## src/rtl/imem_port_arbiter_if.sv

```systemverilog
// -----------------------------------------------------------------------------
// imem_port_arbiter_if
//   Bundles the three buses around the instruction-memory arbiter: the core
//   fetch port (read-only), the host load/readback port (read/write) and the
//   single-port memory interface.
//
//   Signals (direction seen from the arbiter, i.e. the slave modport):
//     core_req_valid  in   core fetch request
//     core_req_addr   in   core fetch word address
//     core_req_ready  out  core request accepted this cycle
//     core_rsp_valid  out  core read data valid
//     core_rsp_data   out  core read data
//     host_req_valid  in   host request
//     host_req_we     in   1 = write, 0 = read
//     host_req_addr   in   host word address
//     host_req_wdata  in   host write data
//     host_req_ready  out  host request accepted this cycle
//     host_rsp_valid  out  host read data valid (reads only)
//     host_rsp_data   out  host read data
//     mem_en          out  memory access strobe
//     mem_we          out  memory write enable
//     mem_addr        out  memory word address
//     mem_wdata       out  memory write data
//     mem_rdata       in   memory read data, one cycle after a read strobe
//
//   Modports:
//     slave  - the arbiter
//     master - the requesters and memory model surrounding it
// -----------------------------------------------------------------------------
interface imem_port_arbiter_if #(
   parameter int ADDR_W = 6,
   parameter int DATA_W = 32
);
   logic              core_req_valid;
   logic [ADDR_W-1:0] core_req_addr;
   logic              core_req_ready;
   logic              core_rsp_valid;
   logic [DATA_W-1:0] core_rsp_data;

   logic              host_req_valid;
   logic              host_req_we;
   logic [ADDR_W-1:0] host_req_addr;
   logic [DATA_W-1:0] host_req_wdata;
   logic              host_req_ready;
   logic              host_rsp_valid;
   logic [DATA_W-1:0] host_rsp_data;

   logic              mem_en;
   logic              mem_we;
   logic [ADDR_W-1:0] mem_addr;
   logic [DATA_W-1:0] mem_wdata;
   logic [DATA_W-1:0] mem_rdata;

   modport slave (
      input  core_req_valid, core_req_addr,
      input  host_req_valid, host_req_we, host_req_addr, host_req_wdata,
      input  mem_rdata,
      output core_req_ready, core_rsp_valid, core_rsp_data,
      output host_req_ready, host_rsp_valid, host_rsp_data,
      output mem_en, mem_we, mem_addr, mem_wdata
   );

   modport master (
      output core_req_valid, core_req_addr,
      output host_req_valid, host_req_we, host_req_addr, host_req_wdata,
      output mem_rdata,
      input  core_req_ready, core_rsp_valid, core_rsp_data,
      input  host_req_ready, host_rsp_valid, host_rsp_data,
      input  mem_en, mem_we, mem_addr, mem_wdata
   );
endinterface

```

## src/rtl/imem_port_arbiter.sv

```systemverilog
// -----------------------------------------------------------------------------
// imem_port_arbiter
//   Shares one single-port synchronous instruction memory between the core
//   fetch port and a host load/readback port. Round-robin between the two
//   eligible requesters, with a host lock that shuts the core out during
//   program loading. Read data returns exactly one cycle after the grant.
//   A saturating counter records cycles in which both ports competed.
//
//   Ports:
//     clk           in   clock, rising edge
//     reset         in   synchronous, active-high
//     host_lock     in   1 = core is never granted
//     conflict_cnt  out  saturating count of cycles with both ports eligible
//     bus           imem_port_arbiter_if.slave (core, host and memory buses)
// -----------------------------------------------------------------------------
module imem_port_arbiter #(
   parameter int ADDR_W = 6,
   parameter int DATA_W = 32,
   parameter int CNT_W  = 16
) (
   input  logic               clk,
   input  logic               reset,
   input  logic               host_lock,
   output logic [CNT_W-1:0]   conflict_cnt,
   imem_port_arbiter_if.slave bus
);

   // Which port won the most recent grant; steers the next tie-break.
   typedef enum logic {
      GRANT_CORE = 1'b0,
      GRANT_HOST = 1'b1
   } grant_e;

   // Grant decision for the current cycle.
   typedef enum logic [1:0] {
      SEL_NONE = 2'd0,
      SEL_CORE = 2'd1,
      SEL_HOST = 2'd2
   } sel_e;

   grant_e            r_last_grant;
   grant_e            w_last_grant_nxt;
   sel_e              w_sel;

   logic              w_core_elig;
   logic              w_host_elig;
   logic              w_conflict;

   logic              w_core_ready;
   logic              w_host_ready;
   logic              w_mem_en;
   logic              w_mem_we;
   logic [ADDR_W-1:0] w_mem_addr;
   logic [DATA_W-1:0] w_mem_wdata;

   logic              w_core_xfer;
   logic              w_host_rd_xfer;

   logic              r_core_rsp_valid;
   logic              r_host_rsp_valid;
   logic [CNT_W-1:0]  r_conflict_cnt;

   // ---------------------------------------------------------------------------
   // Eligibility. The lock masks the core entirely, so a locked core neither
   // wins nor counts as a conflict.
   // ---------------------------------------------------------------------------
   assign w_core_elig = bus.core_req_valid & ~host_lock;
   assign w_host_elig = bus.host_req_valid;
   assign w_conflict  = w_core_elig & w_host_elig;

   // ---------------------------------------------------------------------------
   // Grant selection: a lone eligible port always wins; on a tie the port that
   // did not win last time goes first. Nothing is granted while in reset, so a
   // write presented during reset never reaches the memory.
   // ---------------------------------------------------------------------------
   always_comb begin
      // NOTE: every combinational output gets a default first so no path
      // leaves it unassigned, which would otherwise infer a latch.
      w_sel = SEL_NONE;
      if (!reset) begin
         if (w_conflict)
            w_sel = (r_last_grant == GRANT_HOST) ? SEL_CORE : SEL_HOST;
         else if (w_core_elig)
            w_sel = SEL_CORE;
         else if (w_host_elig)
            w_sel = SEL_HOST;
      end
   end

   // ---------------------------------------------------------------------------
   // Round-robin state: register, next-state and output processes.
   // ---------------------------------------------------------------------------
   always_ff @(posedge clk) begin
      // NOTE: sequential state uses non-blocking assignments so every register
      // samples its inputs from before the edge, independent of block order.
      if (reset)
         r_last_grant <= GRANT_HOST;
      else
         r_last_grant <= w_last_grant_nxt;
   end

   always_comb begin
      w_last_grant_nxt = r_last_grant;
      case (w_sel)
         SEL_CORE: w_last_grant_nxt = GRANT_CORE;
         SEL_HOST: w_last_grant_nxt = GRANT_HOST;
         default:  w_last_grant_nxt = r_last_grant;
      endcase
   end

   always_comb begin
      w_core_ready = 1'b0;
      w_host_ready = 1'b0;
      w_mem_en     = 1'b0;
      w_mem_we     = 1'b0;
      w_mem_addr   = '0;
      w_mem_wdata  = '0;
      case (w_sel)
         SEL_CORE: begin
            w_core_ready = 1'b1;
            w_mem_en     = 1'b1;
            w_mem_addr   = bus.core_req_addr;
         end
         SEL_HOST: begin
            w_host_ready = 1'b1;
            w_mem_en     = 1'b1;
            w_mem_we     = bus.host_req_we;
            w_mem_addr   = bus.host_req_addr;
            w_mem_wdata  = bus.host_req_wdata;
         end
         default: ;
      endcase
   end

   assign bus.core_req_ready = w_core_ready;
   assign bus.host_req_ready = w_host_ready;
   assign bus.mem_en         = w_mem_en;
   assign bus.mem_we         = w_mem_we;
   assign bus.mem_addr       = w_mem_addr;
   assign bus.mem_wdata      = w_mem_wdata;

   // ---------------------------------------------------------------------------
   // Response path: the memory returns data one cycle after a read strobe, so
   // a one-cycle valid flag per port tags whose data is on mem_rdata. Host
   // writes produce no response.
   // ---------------------------------------------------------------------------
   assign w_core_xfer    = bus.core_req_valid & w_core_ready;
   assign w_host_rd_xfer = bus.host_req_valid & w_host_ready & ~bus.host_req_we;

   always_ff @(posedge clk) begin
      if (reset) begin
         r_core_rsp_valid <= 1'b0;
         r_host_rsp_valid <= 1'b0;
      end else begin
         r_core_rsp_valid <= w_core_xfer;
         r_host_rsp_valid <= w_host_rd_xfer;
      end
   end

   assign bus.core_rsp_valid = r_core_rsp_valid;
   assign bus.host_rsp_valid = r_host_rsp_valid;
   assign bus.core_rsp_data  = r_core_rsp_valid ? bus.mem_rdata : '0;
   assign bus.host_rsp_data  = r_host_rsp_valid ? bus.mem_rdata : '0;

   // ---------------------------------------------------------------------------
   // Conflict counter: sticks at all-ones instead of wrapping.
   // ---------------------------------------------------------------------------
   always_ff @(posedge clk) begin
      if (reset)
         r_conflict_cnt <= '0;
      else if (w_conflict && (r_conflict_cnt != {CNT_W{1'b1}}))
         r_conflict_cnt <= r_conflict_cnt + CNT_W'(1);
   end

   assign conflict_cnt = r_conflict_cnt;

endmodule

```

## src/flat_wrapper.sv

```systemverilog
// flat-port wrapper written by rule: the top's interface ports become plain ports
module imem_port_arbiter_flat 
#(
   parameter int ADDR_W = 6,
   parameter int DATA_W = 32,
   parameter int CNT_W  = 16
)
  (clk, reset, host_lock, conflict_cnt, bus_core_req_valid, bus_core_req_addr, bus_host_req_valid, bus_host_req_we, bus_host_req_addr, bus_host_req_wdata, bus_mem_rdata, bus_core_req_ready, bus_core_rsp_valid, bus_core_rsp_data, bus_host_req_ready, bus_host_rsp_valid, bus_host_rsp_data, bus_mem_en, bus_mem_we, bus_mem_addr, bus_mem_wdata);
  imem_port_arbiter_if #(.ADDR_W(ADDR_W), .DATA_W(DATA_W)) bus_i ();
  input  logic clk;
  input  logic reset;
  input  logic host_lock;
  output logic [CNT_W-1:0] conflict_cnt;
  input wire logic [$bits(bus_i.core_req_valid)-1:0] bus_core_req_valid;
  input wire logic [$bits(bus_i.core_req_addr)-1:0] bus_core_req_addr;
  input wire logic [$bits(bus_i.host_req_valid)-1:0] bus_host_req_valid;
  input wire logic [$bits(bus_i.host_req_we)-1:0] bus_host_req_we;
  input wire logic [$bits(bus_i.host_req_addr)-1:0] bus_host_req_addr;
  input wire logic [$bits(bus_i.host_req_wdata)-1:0] bus_host_req_wdata;
  input wire logic [$bits(bus_i.mem_rdata)-1:0] bus_mem_rdata;
  output wire logic [$bits(bus_i.core_req_ready)-1:0] bus_core_req_ready;
  output wire logic [$bits(bus_i.core_rsp_valid)-1:0] bus_core_rsp_valid;
  output wire logic [$bits(bus_i.core_rsp_data)-1:0] bus_core_rsp_data;
  output wire logic [$bits(bus_i.host_req_ready)-1:0] bus_host_req_ready;
  output wire logic [$bits(bus_i.host_rsp_valid)-1:0] bus_host_rsp_valid;
  output wire logic [$bits(bus_i.host_rsp_data)-1:0] bus_host_rsp_data;
  output wire logic [$bits(bus_i.mem_en)-1:0] bus_mem_en;
  output wire logic [$bits(bus_i.mem_we)-1:0] bus_mem_we;
  output wire logic [$bits(bus_i.mem_addr)-1:0] bus_mem_addr;
  output wire logic [$bits(bus_i.mem_wdata)-1:0] bus_mem_wdata;
  assign bus_i.core_req_valid = bus_core_req_valid;
  assign bus_i.core_req_addr = bus_core_req_addr;
  assign bus_i.host_req_valid = bus_host_req_valid;
  assign bus_i.host_req_we = bus_host_req_we;
  assign bus_i.host_req_addr = bus_host_req_addr;
  assign bus_i.host_req_wdata = bus_host_req_wdata;
  assign bus_i.mem_rdata = bus_mem_rdata;
  assign bus_core_req_ready = bus_i.core_req_ready;
  assign bus_core_rsp_valid = bus_i.core_rsp_valid;
  assign bus_core_rsp_data = bus_i.core_rsp_data;
  assign bus_host_req_ready = bus_i.host_req_ready;
  assign bus_host_rsp_valid = bus_i.host_rsp_valid;
  assign bus_host_rsp_data = bus_i.host_rsp_data;
  assign bus_mem_en = bus_i.mem_en;
  assign bus_mem_we = bus_i.mem_we;
  assign bus_mem_addr = bus_i.mem_addr;
  assign bus_mem_wdata = bus_i.mem_wdata;
  imem_port_arbiter #(.ADDR_W(ADDR_W), .DATA_W(DATA_W), .CNT_W(CNT_W)) u_core (.clk(clk), .reset(reset), .host_lock(host_lock), .conflict_cnt(conflict_cnt), .bus(bus_i));
endmodule
```

## config.mk

```make
export PLATFORM = sky130hd
export DESIGN_NAME = imem_port_arbiter_flat
export DESIGN_NICKNAME = d
export VERILOG_FILES = /design/src/rtl/imem_port_arbiter_if.sv /design/src/rtl/imem_port_arbiter.sv /design/src/flat_wrapper.sv
export SDC_FILE = /design/constraint.sdc
export NUM_CORES = 1
export LEC_CHECK = 0
export BUFFER_PORTS_ARGS = -buffer_cell sky130_fd_sc_hd__buf_2
export CORE_AREA = 4 4 77 79
export DETAILED_ROUTE_END_ITERATION = 8
export DIE_AREA = 0 0 81 83
export PLACE_DENSITY_LB_ADDON = 0.25
export SETUP_SLACK_MARGIN = 0.4
export SLEW_MARGIN = 20
export SYNTH_ARGS = -nofsm -noshare
export SYNTH_HDL_FRONTEND = slang
export SYNTH_SLANG_ARGS = --single-unit
```

## constraint.sdc

```tcl
create_clock -name clk -period 6 [get_ports clk]
set_clock_uncertainty 0.15 [all_clocks]
set_input_delay 0.9 -clock clk [delete_from_list [all_inputs] [get_ports clk]]
set_output_delay 0.9 -clock clk [all_outputs]
set_load 0.02 [all_outputs]
```

* Word-level counts from Yosys, hierarchy flattened
Cells that the tools add are included.
** Word-level totals
- Word-level logic and storage cells :: 32
- Output and inout bits :: 124
- Input bits :: 82
- Bits in registers :: 19
** Operators by class
- Bitwise operators :: 7
- Reductions and logical operators :: 3
- $add $sub $neg :: 1
- Mux-type cells :: 14
- Equal/unequal tests :: 3
** Operators with widths (number)
- $mux 32 :: 3
- $add 16x1->16 const B :: 1
- $ne 16x16->1 const B :: 1
- $pmux 6 s2 :: 1
- $mux 2 :: 5
- $and 1x1->1 :: 5
- $mux 1 :: 4
- $eq 2x1->1 const B :: 1
- $eq 2x2->1 const B :: 1
- $not 1->1 :: 2
- $pmux 1 s2 :: 1
- $reduce_bool 2->1 :: 1
- $reduce_or 2->1 :: 1
- $logic_and 1x1->1 :: 1

* Depth between registers and ports, before layout
- Depth in word-level cells :: 9
- Gate-level depth with buffers :: 7
- Gate-level depth less buffers :: 6

* Least setup slack after synthesis
No wires, ideal clock.
- Kind :: input to output
- Start :: input reset
- End :: output bus_mem_addr[0]
- Data required time :: 4.950 ns
- Arrival time :: 2.342 ns
- Stages :: 6
- Slack :: 2.608 ns
- Path through :: clkbuf_1 > or3_1 > inv_1 > ha_1 > a22oi_1 > nor2_1
** On the way
- Longest elaborated chain between the ends :: 3
- Elaborated cells between the ends (all ways) :: 4
- Those cells by class :: 2 x eq/ne; 2 x mux
** RTL lines
- from (decl) :: RTL line flat_wrapper.sv:11 : input logic reset;
- $mux 2 (*) :: RTL line imem_port_arbiter.sv:80 : if (!reset) begin
- $eq 2x2->1 or $eq 2x1->1 (tied branches) :: RTL line imem_port_arbiter.sv:118 : case (w_sel)
- $pmux 6 s2 (*) :: RTL line imem_port_arbiter.sv:118
- to (decl) :: RTL line flat_wrapper.sv:29 : output wire logic [$bits(bus_i.mem_addr)-1:0] bus_mem_addr;
Every way passes the cells marked *; elsewhere a longest branch is shown, timed or not.

* Worst setup path in the final report
- Start :: input reset
- End :: output bus_mem_wdata[16]
** On the way
- Longest elaborated chain between the ends :: 3
** RTL lines
- $mux 2 :: RTL line imem_port_arbiter.sv:80
- $eq 2x2->1 :: RTL line imem_port_arbiter.sv:118
- $mux 32 :: RTL line imem_port_arbiter.sv:118
- to (decl) :: RTL line flat_wrapper.sv:30 : output wire logic [$bits(bus_i.mem_wdata)-1:0] bus_mem_wdata;
Every way passes these cells.

==> impl_metrics.sql <==
INSERT INTO impl_metrics (metric_group, metric, value, unit) VALUES
('clock_network', 'cts_h_tree_lvls', '1', ''),
('clock_network', 'post_cts_resize_count', '0', ''),
('cells_and_area', 'flow.area_growth_from_synthesis', '63.8', '%'),
('placement', 'placed_cell_area', '0.00283', 'mm²'),
('logic_synthesis', 'ys_seq_area_share', '21.7', '%'),
('logic_synthesis', 'syn_nets', '328', ''),
('clock_network', 'clk-insertion-delay-late', '0.25', 'ns'),
('sta', 'clock.fmax', '265', 'MHz'),
('route', 'detail_route.first_pass.iterations', '4', ''),
('route', 'post-route-drc-count', '0', ''),
('route', 'via_per_inst', '4.64', ''),
('cells_and_area', 'register_area', '380', 'µm²'),
('power', 'leakage', '1.67', 'nW'),
('cells_and_area', 'multi_input_area', '0.00131', 'mm²'),
('power', 'seq_power_share', '41.8', '%'),
('die', 'die_height', '83', 'µm'),
('route', 'detail_route.iter0.violations', '37', ''),
('flow_run', 'maxCapViolCount', '0', ''),
('placement', 'place.gp.congestion', '0.800', ''),
('critical_path', 'critPathMaxFanout', '34', ''),
('status', 'status', 'finished, final reports clean', ''),
('route', 'detail-route-antenna-nets', '0', ''),
('power', 'power_frac_clock', '28.3', '%'),
('logic_synthesis', 'mappedNetlistArea', '0.00175', 'mm²'),
('logic_synthesis', 'postSynthCellCount', '242', ''),
('die', 'coreArea', '0.00534', 'mm²'),
('logic_synthesis', 'post_synth_main_area_contributors', 'and2_1 (35%), dfxtp_1 (22%), a21oi_1 (3.4%)', ''),
('logic_synthesis', 'cell_accounting_for_the_most_synthesized_area', 'and2_1', ''),
('logic_synthesis', 'synthTopCellsByCount', 'and2_1 (98), dfxtp_1 (19), a21oi_1 (12), clkbuf_1 (12), nor2_1 (11)', ''),
('min_path', 'hold_path_class', 'reg -> reg', ''),
('logic_synthesis', 'number_of_flops_mapped_to_enable_cells_by_yosys', '0', ''),
('sta', 'unrepaired_setup_endpoints_after_global_routing', 'false', ''),
('sta', 'fin_setup_tns', '0', 'ns'),
('global_route', 'maximum_number_of_pins_on_one_net_before_global_route_repair', '35', ''),
('route', 'postRouteWirelength', '7.36', 'mm'),
('global_route', 'gr-total-overflow', '0', ''),
('placement', 'buffer_ports.inserted', '205', ''),
('logic_synthesis', 'ys_types', '35', ''),
('die', 'floorplan.initialDensity', '32.9', '%'),
('logic_synthesis', 'synth_area_per_cell', '7.25', 'µm²'),
('sta', 'layout_min_cycle_time', '3.77', 'ns'),
('die', 'placement_rows', '27', ''),
('clock_network', 'cts_post_setup_buffers_inserted', '0', ''),
('critical_path', 'critical_path.endpoint_type', 'output port', ''),
('power', 'power.density', '108', 'mW/mm²'),
('clock_network', 'post_cts_hold_buffer_count', '0', ''),
('cells_and_area', 'final_net_count', '524', ''),
('power', 'switching_share_of_power', '31.0', '%'),
('cells_and_area', 'layout.cell_area.non_filler', '0.00287', 'mm²'),
('cells_and_area', 'stdcell_count', '510', ''),
('sta', 'slew_headroom', '46.6', '%'),
('sta', 'setup_viol_count_final', '0', ''),
('global_route', 'grt_usage', '20.4', '%'),
('route', 'detailroute.via_count', '2368', ''),
('die', 'top_level_ports', '206', ''),
('sta', 'tightestPinTransition', '0.801', 'ns'),
('power', 'fin_total_pwr', '0.311', 'mW'),
('critical_path', 'required', '4.95', 'ns'),
('cells_and_area', 'post_route_cells_drive_above_1_share', '49.7', '%'),
('placement', 'placed_cells', '505', ''),
('global_route', 'grt_antenna_before_repair', '1', ''),
('global_route', 'global_route_wire_length_before_repair', '11.3', 'mm'),
('die', 'die_width', '81', 'µm'),
('route', 'wl_per_cell', '14.4', 'µm'),
('sta', 'report.final.hold_viol_count', '0', ''),
('critical_path', 'worst-setup-path-type', 'in -> out', ''),
('logic_synthesis', 'main_synth_ff_type', 'dfxtp_1', ''),
('power', 'p_sw', '0.0963', 'mW'),
('power', 'worst_ir_drop_vdd', '0.0815', 'mV'),
('clock_network', 'maximum_buffer_depth_of_the_clock_tree', '2', ''),
('logic_synthesis', 'synth_top_cell_area_share', '35.0', '%');
## path summary, 6_finish.rpt
path | cells past startpoint | to | startpoint | slack (ns)
setup / recovery | 7 | bus_mem_wdata[16] | reset | 2.23
hold / removal | 1 | u_core.r_last_grant | u_core.r_last_grant | 0.36
setup reg to reg | 5 | u_core.conflict_cnt[14] | u_core.conflict_cnt[0] | 3.80
hold reg to reg | 1 | u_core.r_last_grant | u_core.r_last_grant | 0.36
## cell type report
| type | count | share of cell area (%) |
|---|---|---|
| clock inverter | 1 | 0.174 |
| sequential | 19 | 13.2 |
| tap | 72 | 3.13 |
| antenna | 1 | 0.0871 |
| clock buffer | 3 | 1.44 |
| timing repair buffer | 206 | 36.0 |
| inverter | 4 | 0.522 |
| multi-input combinational | 204 | 45.5 |
## cells in the final DEF (no fill, tap or decap)
master / count
buf_2: 205
and2_1: 98
dfxtp_1: 19
a21oi_1: 12
nor2_1: 11
nand2_1: 9
o31ai_1: 8
or4_1: 7
nor2b_1: 6
or3_1: 6
a22oi_1: 6
nand3_1: 5
inv_1: 4
nand4_1: 4
o21ai_0: 4
nor4_1: 4
ha_1: 4
mux2_2: 3
clkbuf_8: 3
and4_1: 2
diode_2: 1
or2b_1: 1
nand2b_1: 1
a21o_1: 1
nand3b_4: 1
nor4_2: 1
nor3_1: 1
or4_4: 1
a31oi_1: 1
o21a_1: 1
and3b_1: 1
and3_1: 1
or2_2: 1
a211o_1: 1
nor3b_1: 1
nand3b_1: 1
clkinv_2: 1
buf_4: 1
## sequential cells by signal (all words and copies together), names as in the netlist
register and flops:
u_core.bus.core_rsp_valid 1, u_core.conflict_cnt 16, u_core.r_last_grant 1, u_core.bus.host_rsp_valid 1
## power groups by stage
stage / Clock (mW) / Sequential [mW] / Combinational, mW
after floorplan: 0 / 0.132 / 0.0452
after detailed placement: 0 / 0.133 / 0.0928
after global placement: 0 / 0.133 / 0.0920
final: 0.0878 / 0.130 / 0.0931
after CTS: 0.0908 / 0.130 / 0.0934
after global routing: 0.0985 / 0.130 / 0.102
## metrics by stage
stage	hold WS [ns]	setup WS, ns
final	0.364	2.23
after global routing	0.401	2.07
after CTS	0.364	2.24
after detailed placement	0.341	2.25
after global placement	0.337	2.30
after floorplan	0.310	2.61
## per-layer routing
layer  up-vias  GRT usage [%]  share of wire, %
li1       1219              -                 -
met1      1029           24.6                40
met2       116           35.8                48
met3         4           5.64                11
met4         0           3.53              0.64
met5         -              0                 0
## worst max-delay path: stages
cell and delay, ns:
buf_2 0.23, nand2b_1 0.21, a21o_1 0.17, inv_1 0.07, ha_1 0.68, and2_1 0.27, buf_2 0.18
## cells by family (layout without fill, tap and decap cells)
group	after synthesis	in the layout	share of synthesized area [%]
muxes	3	3	1.93
buffers and inverters	19	214	4.21
AOI/OAI and AO/OA	34	34	12.3
adders and majority gates	4	4	2.85
DFF	19	19	21.7
other	0	1	0
and+or+nand+nor	163	163	57.1
No activity file was read; power rests on OpenSTA's default activity.
